### config.mk
export PLATFORM = sky130hd
export DESIGN_NAME = multdiv_issue
export DESIGN_NICKNAME = d
export VERILOG_FILES = /design/src/rtl/multdiv_issue.sv
export SDC_FILE = /design/constraint.sdc
export NUM_CORES = 1
export LEC_CHECK = 0
export CAP_MARGIN = 20
export CORE_MARGIN = 2
export CORE_UTILIZATION = 44
export DETAILED_ROUTE_END_ITERATION = 7
export PLACE_DENSITY = 0.86
export SKIP_LAST_GASP = 1
export SLEW_MARGIN = 20
export SYNTH_ARGS = -nofsm -noshare
export SYNTH_HDL_FRONTEND = slang
export SYNTH_SLANG_ARGS = --single-unit
export TNS_END_PERCENT = 20
### constraint.sdc
create_clock -name clock -period 3.34 [get_ports clock]
set_clock_uncertainty 0.2 [all_clocks]
set_input_delay 1.002 -clock clock [delete_from_list [all_inputs] [get_ports clock]]
set_output_delay 1.002 -clock clock [all_outputs]
set_load 0.02 [all_outputs]
### src/rtl/multdiv_issue.sv
// Issue/writeback sequencer in front of a multi-cycle multiply/divide unit.
// Latches one request, hands it to multdiv, waits for the result or a timeout, then writes back.
module multdiv_issue #(
  parameter int unsigned TIMEOUT_CYCLES = 64
) (
  input  logic        clock,
  input  logic        ctrl_reset,
  input  logic        start_mult,
  input  logic        start_div,
  input  logic [31:0] opA,
  input  logic [15:0] opB,
  input  logic [4:0]  dest_reg,
  output logic [31:0] data_operandA,
  output logic [15:0] data_operandB,
  output logic        ctrl_MULT,
  output logic        ctrl_DIV,
  input  logic [31:0] data_result,
  input  logic        data_exception,
  input  logic        data_inputRDY,
  input  logic        data_resultRDY,
  output logic        stall,
  output logic        wb_en,
  output logic [4:0]  wb_reg,
  output logic [31:0] wb_data,
  output logic        wb_exception
);

  localparam int unsigned A_W   = 32;
  localparam int unsigned B_W   = 16;
  localparam int unsigned R_W   = 5;
  localparam int unsigned CNT_W = 7;

  localparam logic [1:0] S_IDLE  = 2'd0;
  localparam logic [1:0] S_ISSUE = 2'd1;
  localparam logic [1:0] S_BUSY  = 2'd2;
  localparam logic [1:0] S_WB    = 2'd3;

  // Counter value seen during the last permitted BUSY cycle.
  localparam logic [CNT_W-1:0] CNT_LAST = CNT_W'(TIMEOUT_CYCLES - 1);

  logic [1:0]       state;
  logic [1:0]       state_nxt;
  logic [CNT_W-1:0] cnt;
  logic [A_W-1:0]   op_a;
  logic [B_W-1:0]   op_b;
  logic [R_W-1:0]   dest;
  logic             op_mult;
  logic             start_any;
  logic             timeout;
  logic             finish;
  logic             launch;

  assign start_any     = start_mult | start_div;
  assign timeout       = (cnt == CNT_LAST);
  assign stall         = (state != S_IDLE);
  assign data_operandA = op_a;
  assign data_operandB = op_b;

  always_ff @(posedge clock or negedge ctrl_reset) begin
    if (!ctrl_reset) begin
      state <= S_IDLE;
    end else begin
      state <= state_nxt;
    end
  end

  // Start pulses are a same-cycle handshake with data_inputRDY while in ISSUE.
  always_comb begin
    state_nxt = state;
    ctrl_MULT = 1'b0;
    ctrl_DIV  = 1'b0;
    finish    = 1'b0;
    launch    = 1'b0;
    case (state)
      S_IDLE: begin
        if (start_any) begin
          state_nxt = S_ISSUE;
        end
      end
      S_ISSUE: begin
        if (data_inputRDY) begin
          launch    = 1'b1;
          ctrl_MULT = op_mult;
          ctrl_DIV  = ~op_mult;
          state_nxt = S_BUSY;
        end
      end
      S_BUSY: begin
        if (data_resultRDY || timeout) begin
          finish    = 1'b1;
          state_nxt = S_WB;
        end
      end
      S_WB: begin
        state_nxt = S_IDLE;
      end
      default: begin
        state_nxt = S_IDLE;
      end
    endcase
  end

  // Request latch, timeout counter and writeback registers.
  always_ff @(posedge clock or negedge ctrl_reset) begin
    if (!ctrl_reset) begin
      op_a         <= '0;
      op_b         <= '0;
      dest         <= '0;
      op_mult      <= 1'b0;
      cnt          <= '0;
      wb_en        <= 1'b0;
      wb_exception <= 1'b0;
      wb_reg       <= '0;
      wb_data      <= '0;
    end else begin
      wb_en        <= 1'b0;
      wb_exception <= 1'b0;

      if ((state == S_IDLE) && start_any) begin
        op_a    <= opA;
        op_b    <= opB;
        dest    <= dest_reg;
        op_mult <= start_mult;
      end

      if (launch) begin
        cnt <= '0;
      end else if (state == S_BUSY) begin
        cnt <= cnt + CNT_W'(1);
      end

      // A result arriving on the timeout cycle takes precedence over the timeout.
      if (finish) begin
        wb_en  <= (dest != '0);
        wb_reg <= dest;
        if (data_resultRDY) begin
          wb_exception <= data_exception;
          wb_data      <= data_exception ? '0 : data_result;
        end else begin
          wb_exception <= 1'b1;
          wb_data      <= '0;
        end
      end
    end
  end

endmodule

==> impl_metrics.csv <==
group,metric,value,unit
run_status,status,"complete, no violations",
synth,synth_edf_count,0,
clock_network,ctsResizeCount,1,
cells_and_area,fill_cells,633,
worst_setup_path,reg2reg_to,"wb_reg[4]",
worst_setup_path,startpoint,"data_inputRDY",
sta,worst_pin_slew,523,ps
synth,synth_top_area_share,0.657,
worst_setup_path,worstPathArrival,2100,ps
global_route,grt_start_max_net_pins,43,
clock_network,cts_tree,"yes",
synth,ys.flop_type,"dfrtp_1",
synth,synthTopCellsByCount,"102 x dfrtp_1, 59 x mux2_2, 32 x a22o_1",
routing,antenna_left,0,
power,cellPowerDensity,988,nW/um^2
worst_setup_path,timing.rr.start,"cnt[0]",
clock_network,clock-sinks,102,
place,gp_congestion,0.793,
floorplanning,initial_utilization,0.450,
cells_and_area,layout-drive-gt1-share,0.190,
sta,fmax,0.303,GHz
worst_setup_path,critical_path.cell_chain,"clkdlybuf4s50_1, and2_1, nor2b_1, dlygate4sd2_1",
clock_network,cts_buffers,9,
floorplanning,rows,34,
synth,yosys_warnings,0,
sta,rsz0062_at_grt,"true",
worst_setup_path,r2r_setup_slack,1240,ps
worst_setup_path,crit_cells,4,
clock_network,clk_pin_slew,90,ps
synth,async_reset_ff_frac,1.00,
cells_and_area,multi_input_area,1260,sq um
synth,synth_fp_nets,353,
floorplanning,die_x,98.0,microns
global_route,antenna_found_initial,0,
worst_setup_path,criticalPathCategory,"input pin to primary output",
sta,slew_viol_final,0,
synth,avgSynthCellArea,15.1,sq um
cells_and_area,antennaDiodeCount,0,
cells_and_area,syn_to_final_growth,55.3,%
routing,dr.pass1.iters,4,
synth,synth_seq_cells,102,
routing,drt_iter0_drc,53,
power,cellLeakagePower,2.62,nW
cells_and_area,final_net_count,538,
place,numPortBuffers,181,
worst_setup_path,ff2ff_path_depth,5,
worst_setup_path,cp-start-kind,"input pin",
job,drv_cap,0,
clock_network,clk-insertion-delay-late,360,ps
sta,layout_worst_path_cycle_share,0.988,
global_route,overflow,0,
global_route,groute.usage.overall,0.193,
sta,setup_viol,0,
sta,min_period,3300,ps
floorplanning,die_h,98.0,microns
cells_and_area,final_area,6030,sq um
sta,finalSetupTns,0,ps
synth,yosysMostFrequentCell,"dfrtp_1",
global_route,first_global_vias,2902,
synth,yosysUniqueCellTypes,25,
worst_setup_path,path_buf_inv,2,
place,placed_area,5850,sq um
routing,vias,2797,
worst_setup_path,critPathMaxStageDelay,490,ps
synth,synth_area_leader_cell,"dfrtp_1",
routing,vias_per_cell,5.04,
place,dpl.hpwl,6750,microns
synth,syn_inst,257,
routing,routed_wl,8960,microns
routing,drc_errors,0,
floorplanning,io_pins,182,
power,ir_drop,0.000487,V
clock_network,clockRootBuffer,"clkbuf_8",
worst_setup_path,cp-end-kind,"primary output",
sta,finalHoldViolCount,0,
routing,drt-wirelength-per-cell,16.1,microns
worst_hold_path,hold_class,"flip-flop to flip-flop",
synth,synth_area_leaders,"dfrtp_1 66%, mux2_2 17%, a22o_1 7.2%",
synth,ys_seq_area_frac,0.657,
synth,netlist_area,3880,sq um
floorplanning,die-area,9600,sq um
global_route,grt_pass1_wl,14800,microns
floorplanning,core_area,8640,sq um
worst_setup_path,worstPathRequired,2140,ps
worst_setup_path,crit_family,"buffers and inverters",
cells_and_area,seqCellArea,2550,sq um
worst_setup_path,endpoint,"ctrl_DIV",
clock_network,cts_setup_buffers,0,
sta,slew_headroom,0.651,
clock_network,ctsHoldBuffers,0,
worst_setup_path,critPathMaxFanout,3,
clock_network,clockBufferDepth,2,
clock_network,cts_max_level,3,
worst_setup_path,crit_slowest_cell,"clkdlybuf4s50_1",
==> kinds of logic (layout without fill, tap and decap cells) <==
kind of cell	count (synthesis)	in the layout	synth area share
simple gates	28	28	0.0361
compound gates	40	40	0.0860
buf+inv	18	208	0.0232
flops	102	102	0.657
xor+xnor	5	5	0.0113
mux	60	60	0.174
fa+ha+maj	4	4	0.0129
==> per-layer routing <==
layer,vias up,share of wire,track usage
met1,1374,0.40,0.252
met5,-,0,0
met4,0,0.016,0.0534
met2,121,0.49,0.307
li1,1289,-,-
met3,13,0.088,0.0709
==> cell usage in the layout (no fill, tap or decap), types with 2 or more instances in the layout <==
cell type,n
nor2b_1,2
nand4_1,4
clkdlybuf4s50_1,178
nor3_1,2
dfrtp_1,102
a21oi_1,2
o21ai_0,2
ha_1,4
and2_1,2
nor2_1,7
and3_1,2
buf_12,2
inv_1,4
nand2_1,6
xor2_1,4
mux2_2,59
clkbuf_8,10
buf_4,6
inv_6,3
a22o_1,32
==> worst min path at each step <==
stage                   endpoint  slack [ps]               from  cells past startpoint
2_1_floorplan            op_mult         260            op_mult                      2
3_3_place_gp             op_mult         280            op_mult                      2
5_1_grt         data_operandB[5]         320   data_operandB[5]                      1
4_1_cts        data_operandA[23]         320  data_operandA[23]                      1
6_report             wb_data[24]         310        wb_data[24]                      1
3_5_place_dp          wb_data[5]         290         wb_data[5]                      1
==> stage by stage <==
| step | power [mW] | utilization | cells | hold WS, ps | setup WS, ps |
|---|---|---|---|---|---|
| floorplan | 3.79 | - | 257 | 261 | 450 |
| global placement | 5.18 | 0.677 | 539 | 285 | -220 |
| detailed placement | 5.29 | 0.677 | 539 | 291 | -238 |
| CTS | 6.04 | 0.698 | 555 | 318 | -128 |
| global route | 6.32 | 0.699 | 555 | 324 | -14.9 |
| finish | 5.96 | 0.699 | 555 | 312 | 39.6 |
==> power breakdown <==
group / total, mW / internal [mW] / leakage [nW] / switching, mW
registers: 2.17 / 1.84 / 1.26 / 0.327
logic: 3.05 / 1.66 / 1.27 / 1.39
clock network: 0.739 / 0.304 / 0.0956 / 0.435
total: 5.96 / 3.81 / 2.62 / 2.15
==> cell type report <==
class / count / area share
Sequential cell: 102 / 0.423
Timing Repair Buffer: 188 / 0.313
Multi-Input combinational cell: 137 / 0.208
Clock buffer: 10 / 0.0228
Tap cell: 108 / 0.0224
Clock inverter: 6 / 0.00829
Inverter: 4 / 0.00249
No activity file was read; power rests on OpenSTA's default activity.
